--- src/rtl/data_mem_responder_if.sv ---
// Request/response bus between the processor data port and the memory responder.
interface data_mem_responder_if;
  logic        mem_read;
  logic        mem_write;
  logic [15:0] mem_address;
  logic [15:0] wr_data;
  logic [15:0] rd_data;
  logic        mem_ready;
  logic        mem_err;
  logic        mem_busy;

  // Processor side: issues requests, observes completion.
  modport master (
    output mem_read, mem_write, mem_address, wr_data,
    input  rd_data, mem_ready, mem_err, mem_busy
  );

  // Memory side: services requests.
  modport slave (
    input  mem_read, mem_write, mem_address, wr_data,
    output rd_data, mem_ready, mem_err, mem_busy
  );
endinterface

--- src/rtl/data_mem_responder.sv ---
// Word-wide data memory responder with programmable wait states,
// range/conflict error reporting and hold-until-release handshake.
module data_mem_responder #(
  parameter int ADDR_BITS   = 8,
  parameter int WAIT_CYCLES = 2
) (
  input  logic clk,
  input  logic reset,
  data_mem_responder_if.slave bus
);

  typedef enum logic [1:0] {S_IDLE, S_WAIT, S_ACCESS, S_DONE} state_t;

  localparam logic [3:0] WAIT_INIT = 4'(WAIT_CYCLES);

  state_t      state_q, state_d;
  logic [3:0]  cnt_q, cnt_d;
  logic        op_rd_q, op_wr_q;
  logic [15:0] addr_q, wdata_q;
  logic [15:0] rd_data_q, rd_data_d;
  logic        ready_q, ready_d;
  logic        err_q, err_d;
  logic        busy_q, busy_d;
  logic        mem_we, mem_re;
  logic        req, capture, oor, conflict;
  logic [ADDR_BITS-1:0] mem_idx;

  // Storage is deliberately left out of reset so it can map onto block RAM.
  logic [15:0] mem_q [2**ADDR_BITS];

  assign req      = bus.mem_read | bus.mem_write;
  assign capture  = (state_q == S_IDLE) && req;
  assign conflict = op_rd_q & op_wr_q;
  assign mem_idx  = addr_q[ADDR_BITS-1:0];

  // Any set address bit above the implemented range flags an error.
  if (ADDR_BITS < 16) begin : g_oor
    assign oor = |addr_q[15:ADDR_BITS];
  end else begin : g_no_oor
    assign oor = 1'b0;
  end

  // State and wait counter register.
  always_ff @(posedge clk or negedge reset) begin
    if (!reset) begin
      state_q <= S_IDLE;
      cnt_q   <= 4'd0;
    end else begin
      state_q <= state_d;
      cnt_q   <= cnt_d;
    end
  end

  // Next state: wait out the counter, access once, then hold until release.
  always_comb begin
    state_d = state_q;
    cnt_d   = cnt_q;
    case (state_q)
      S_IDLE: begin
        if (req) begin
          cnt_d   = WAIT_INIT;
          state_d = (WAIT_CYCLES == 0) ? S_ACCESS : S_WAIT;
        end
      end
      S_WAIT: begin
        cnt_d = cnt_q - 4'd1;
        if (cnt_q <= 4'd1) state_d = S_ACCESS;
      end
      S_ACCESS: state_d = S_DONE;
      S_DONE:   if (!req) state_d = S_IDLE;
      default:  state_d = S_IDLE;
    endcase
  end

  // Output decode: next values of the registered outputs and memory strobes.
  always_comb begin
    ready_d   = 1'b0;
    err_d     = 1'b0;
    busy_d    = busy_q;
    rd_data_d = rd_data_q;
    mem_we    = 1'b0;
    mem_re    = 1'b0;
    case (state_q)
      S_IDLE: if (req) busy_d = 1'b1;
      S_ACCESS: begin
        ready_d = 1'b1;
        if (oor) begin
          err_d     = 1'b1;
          rd_data_d = 16'h0000;
        end else if (conflict) begin
          err_d = 1'b1;
        end else if (op_wr_q) begin
          mem_we = 1'b1;
        end else begin
          mem_re = 1'b1;
        end
      end
      S_DONE: if (!req) busy_d = 1'b0;
      default: ;
    endcase
  end

  // Registered outputs and request capture.
  always_ff @(posedge clk or negedge reset) begin
    if (!reset) begin
      rd_data_q <= 16'h0000;
      ready_q   <= 1'b0;
      err_q     <= 1'b0;
      busy_q    <= 1'b0;
      op_rd_q   <= 1'b0;
      op_wr_q   <= 1'b0;
      addr_q    <= 16'h0000;
      wdata_q   <= 16'h0000;
    end else begin
      ready_q <= ready_d;
      err_q   <= err_d;
      busy_q  <= busy_d;
      if (mem_re) rd_data_q <= mem_q[mem_idx];
      else        rd_data_q <= rd_data_d;
      if (capture) begin
        op_rd_q <= bus.mem_read;
        op_wr_q <= bus.mem_write;
        addr_q  <= bus.mem_address;
        wdata_q <= bus.wr_data;
      end
    end
  end

  // Array write port; only the ACCESS edge of a clean write reaches it.
  always_ff @(posedge clk) begin
    if (mem_we) mem_q[mem_idx] <= wdata_q;
  end

  assign bus.rd_data   = rd_data_q;
  assign bus.mem_ready = ready_q;
  assign bus.mem_err   = err_q;
  assign bus.mem_busy  = busy_q;

endmodule

--- src/flat_wrapper.sv ---
// flat-port wrapper written by rule: the top's interface ports become plain ports
module data_mem_responder_flat 
#(
  parameter int ADDR_BITS   = 8,
  parameter int WAIT_CYCLES = 2
)
  (clk, reset, bus_mem_read, bus_mem_write, bus_mem_address, bus_wr_data, bus_rd_data, bus_mem_ready, bus_mem_err, bus_mem_busy);
  data_mem_responder_if bus_i ();
  input  logic clk;
  input  logic reset;
  input wire logic [$bits(bus_i.mem_read)-1:0] bus_mem_read;
  input wire logic [$bits(bus_i.mem_write)-1:0] bus_mem_write;
  input wire logic [$bits(bus_i.mem_address)-1:0] bus_mem_address;
  input wire logic [$bits(bus_i.wr_data)-1:0] bus_wr_data;
  output wire logic [$bits(bus_i.rd_data)-1:0] bus_rd_data;
  output wire logic [$bits(bus_i.mem_ready)-1:0] bus_mem_ready;
  output wire logic [$bits(bus_i.mem_err)-1:0] bus_mem_err;
  output wire logic [$bits(bus_i.mem_busy)-1:0] bus_mem_busy;
  assign bus_i.mem_read = bus_mem_read;
  assign bus_i.mem_write = bus_mem_write;
  assign bus_i.mem_address = bus_mem_address;
  assign bus_i.wr_data = bus_wr_data;
  assign bus_rd_data = bus_i.rd_data;
  assign bus_mem_ready = bus_i.mem_ready;
  assign bus_mem_err = bus_i.mem_err;
  assign bus_mem_busy = bus_i.mem_busy;
  data_mem_responder #(.ADDR_BITS(ADDR_BITS), .WAIT_CYCLES(WAIT_CYCLES)) u_core (.clk(clk), .reset(reset), .bus(bus_i));
endmodule
--- config.mk ---
export PLATFORM = sky130hd
export DESIGN_NAME = data_mem_responder_flat
export DESIGN_NICKNAME = d
export VERILOG_FILES = /design/src/rtl/data_mem_responder_if.sv /design/src/rtl/data_mem_responder.sv /design/src/flat_wrapper.sv
export SDC_FILE = /design/constraint.sdc
export NUM_CORES = 2
export LEC_CHECK = 0
export CORE_MARGIN = 2
export CORE_UTILIZATION = 30
export CTS_BUF_LIST = sky130_fd_sc_hd__clkbuf_4
export CTS_CLUSTER_DIAMETER = 40
export DETAILED_ROUTE_END_ITERATION = 10
export PLACE_DENSITY_LB_ADDON = 0.05
export SLEW_MARGIN = 10
export SYNTH_ARGS = -nofsm -noshare
export SYNTH_HDL_FRONTEND = slang
export SYNTH_SLANG_ARGS = --single-unit
--- constraint.sdc ---
create_clock -name clk -period 3.8 [get_ports clk]
set_input_delay 0.57 -clock clk [delete_from_list [all_inputs] [get_ports clk]]
set_output_delay 0.57 -clock clk [all_outputs]
set_load 0.01 [all_outputs]
==> summary.md <==
| Metric | Value |
|---|---|
| Largest net degree at the start of global routing | between 100 and 150 |
| Layout area overhead | 23.3% |
| Total number of H-tree levels | 7 |
| Global-route total usage across every layer | 0.202 |
| Critical path capture point type | flop |
| Post-Syn Area | 159000 um^2 |
| Origin of the worst setup path | u_core.addr_q[0] |
| CP top delay family | multiplexers |
| Setup TNS | 0 ns |
| Wire per inst | ~32 um |
| Core footprint | roughly 530000 um^2 |
| Pwr dens | 771 nW/um^2 |
| Syn avg cell area | 22.0 um^2 |
| CP peak stage delay | ~0.74 ns |
| Post-route cell area | 195000 um^2 |
| Critical path, cell by cell | buf_12, buf_16, buf_12, buf_12, mux4_2, mux4_2, a211o_4, nor4_4, o21ai_1 |
| WS Path Type | reg2reg |
| Fin Hold WS | 0.315 ns |
| Max cap viols | 0 |
| Number of enable flip-flop cells after synthesis | just over 4000 |
| CTS tree | built |
| Unrepaired setup endpoints after global routing | true |
| IO buf count | 54 |
| Cell Rows | approximately 270 |
| Xor and xnor area share after synthesis | 0 |
| Die area | ~530000 um^2 |
| Portion of netlist area occupied by mux cells | 0.151 |
| Crit path to | u_core.bus.rd_data[6] |
| Largest family of logic cells by synthesized area | multiplexers |
| DR DRC count | 0 |
| FF-to-FF Start | u_core.addr_q[0] |
| Root buf cell | clkbuf_4 |
| CTS clk-pin slew, worst paths | 0.07 ns |
| Relative slew slack | 0.0842 |
| Leak | ~64 nW |
| FF+latch count, synth | between 4000 and 5000 |
| ANT nets after route | 0 |
| HP Class | in2reg |
| Top cell type's share of synthesized area | 0.776 |
| Total stage count of the critical path | 9 |
| Gate count of the mapped netlist | slightly above 7000 |
| Global-route wire length before repair | about 740 mm |
| Final Max Slew Viols | 0 |
| Worst path buffer plus inverter count | 4 |
| Post-synth ARST share | 0.0142 |
| Biggest area consumer among synthesized cells | edfxtp_1 |
| Most used cell along the critical path | buf_12 |
| Register-to-register setup slack | around 0.040 ns |
| Vias | 84900 |
| Arr. time, crit path | approximately 5.4 ns |
| Peak Freq | ~270 MHz |
| Routability congestion estimate | 0.794 |
| Hold Vio Cnt, Final | 0 |
| Number of global-route vias before repair | slightly below 90000 |
| Compound-Gate Fraction of Synth Area | 0.0329 |
| Final Skew | around 0.18 ns |
| Worst Max-Slew Pin Slew | about 1.4 ns |
| Peak supply drop | roughly 550 uV |
| TritonRoute pass-1 iters | 5 |
| CTS sink count | ~4200 |
| Skew-Pair Late Insertion Delay | 1.79 ns |
| Global route total overflow | 0 |
| Post-synthesis simple-gate area fraction | 0.0170 |
| Clock Path Buffers | 5 |
| Placed inst area | 178000 um^2 |
| Minimum clock period after layout | 3.76 ns |
| Yosys cell types | 58 |
| Initial antenna violation count | just over 60 |
| Iteration-0 DRC Markers | ~8000 |
| Worst flop-to-flop path endpoint | u_core.bus.rd_data[6] |
| Most common cell in the netlist | edfxtp_1 |
| Worst r2r path cells | 9 |
| Fill cells | around 49000 |
| Top_reg_cell synth | edfxtp_1 |
| Hpwl dp | roughly 340 mm |
| Routed vias/inst | roughly 5.0 |
| CP Max Fanout | 6 |
| Total Routed Length | about 540 mm |
| I/O pin count | 55 |
| Commonest cells in the netlist | 4096 x edfxtp_1, 890 x mux4_2, 315 x mux2i_1, 291 x nor2_1, 185 x clkbuf_1 |
| CP Data Required Time | roughly 5.4 ns |
| Total CTS buffers | between 1000 and 1500 |
| Top cells by area, synth | edfxtp_1 78%, mux4_2 13%, mux2i_1 2.0%, dfrtp_1 0.93%, a22oi_1 0.84% |
| Post-synthesis adder-cell area fraction | 0.000474 |
| Final Setup Violations | 0 |
| Crit share post-route | 0.989 |
| Warnings from Yosys | 0 |
| Die X | approximately 730 um |
| Synth Net Count | just over 7000 |
| Fraction of layout cells with a size suffix above 1 | 0.411 |
| Die Ht | roughly 730 um |
| Nets@finish | between 9000 and 10000 |
| Part of the Yosys area used for sequential elements | 0.785 |
| Outcome | completed |
| Crit start category | flop |
| Initial Utilization | 0.302 |
| Crit-path slowest cell | nor4_4 |
## power by group
group	internal, mW	switching [mW]
Sequential	57.5	2.05
Clock	21.8	19.1
Combinational	19.0	31.3
Total	98.3	52.4
## how the worst min path moves through the flow
stage	from	end	slack [ns]	cells after the start
2_1_floorplan	reset	u_core.addr_q[0]	0.27	0
3_3_place_gp	u_core.addr_q[15]	u_core.addr_q[15]	0.48	1
3_5_place_dp	u_core.addr_q[13]	u_core.addr_q[13]	0.49	1
4_1_cts	bus_mem_address[1]	u_core.addr_q[1]	0.006	3
5_1_grt	bus_mem_address[1]	u_core.addr_q[1]	0.07	3
6_report	bus_mem_address[0]	u_core.addr_q[0]	0.32	3
## cell usage in the layout (no fill, tap or decap), drive strengths merged, types with 23 or more instances in the layout
| cell | Yosys | layout |
|---|---|---|
| nor2b | 23 | 23 |
| nand2 | 150 | 150 |
| a31oi | 49 | 49 |
| a22o | 37 | 37 |
| o21ai | 73 | 73 |
| nor3 | 35 | 35 |
| a21oi | 103 | 103 |
| mux2i | 315 | 315 |
| nor2 | 291 | 291 |
| a22oi | 178 | 178 |
| buf | 242 | 1056 |
| dlygate4sd3 | 0 | 92 |
| clkbuf | 185 | 1819 |
| a221oi | 91 | 91 |
| clkinv | 0 | 229 |
| inv | 11 | 27 |
| o22ai | 33 | 33 |
| edfxtp | 4096 | 4096 |
| mux4 | 890 | 890 |
| mux2 | 66 | 66 |
| clkdlybuf4s50 | 0 | 48 |
| nand3 | 26 | 26 |
| o221ai | 49 | 49 |
| dfrtp | 59 | 59 |
| diode | 0 | 52 |
## flip-flops by register name, summed over array words and instances, names as in the netlist
register	cells
u_core.addr_q	16
u_core.bus.mem_busy	1
u_core.bus.mem_err	1
u_core.bus.mem_ready	1
u_core.bus.rd_data	16
u_core.cnt_q	4
u_core.mem_q	4096
u_core.op_rd_q	1
u_core.op_wr_q	1
u_core.state_q	2
u_core.wdata_q	16
## layout make-up
type / count / area (um^2) / share of cell area
clock inverters: 247 / 1010 / 0.00518
repair buffers: 1210 / 14500 / 0.0740
diodes: 52 / 130 / 0.000666
inverters: 11 / 46.3 / 0.000237
well taps: 6968 / 8720 / 0.0446
clock buffers: 1817 / 13600 / 0.0698
flip-flops and latches: 4155 / 125000 / 0.637
multi-input cells: 2608 / 32900 / 0.168
## timing repair
action                     CTS  global route
setup endpoints to repair   26            14
resized for setup           98            41
pin swaps                   10            10
hold endpoints to repair   100             0
gates cloned                 7             2
hold buffers                93             0
buffers inserted            42            18
## cells by family (layout without fill, tap and decap cells)
logic type | Yosys count | after routing
flops | 4155 | 4155
buf+inv | 438 | 3285
compound gates | 719 | 719
other cells | 0 | 52
simple gates | 612 | 612
mux | 1271 | 1271
fa+ha+maj | 6 | 6
## metal layers
metal  GRT usage  vias to the layer above  wire length [um]
met3      0.0456                      663             30000
met1       0.286                    45800            248000
met4      0.0519                        0              7980
met2       0.316                     2941            254000
li1            -                    35600                 -
met5           0                        -                 0
## metrics by stage
stage                     cells  utilization  setup slack, ns  total power [mW]
final                     17100        0.372           0.0401               151
after global routing      17000        0.372          -0.0559               158
after CTS                 17000        0.371         -0.00536               153
after detailed placement  14800        0.339           -0.624               110
after global placement    14800        0.339           -0.977               109
after floorplan            7201            -            0.578              83.0
## worst min-delay path: stages
cell and delay, ns:
dlygate4sd3_1 0.53, clkdlybuf4s50_1 0.71, mux2_2 0.25
No activity file was read; power rests on OpenSTA's default activity.
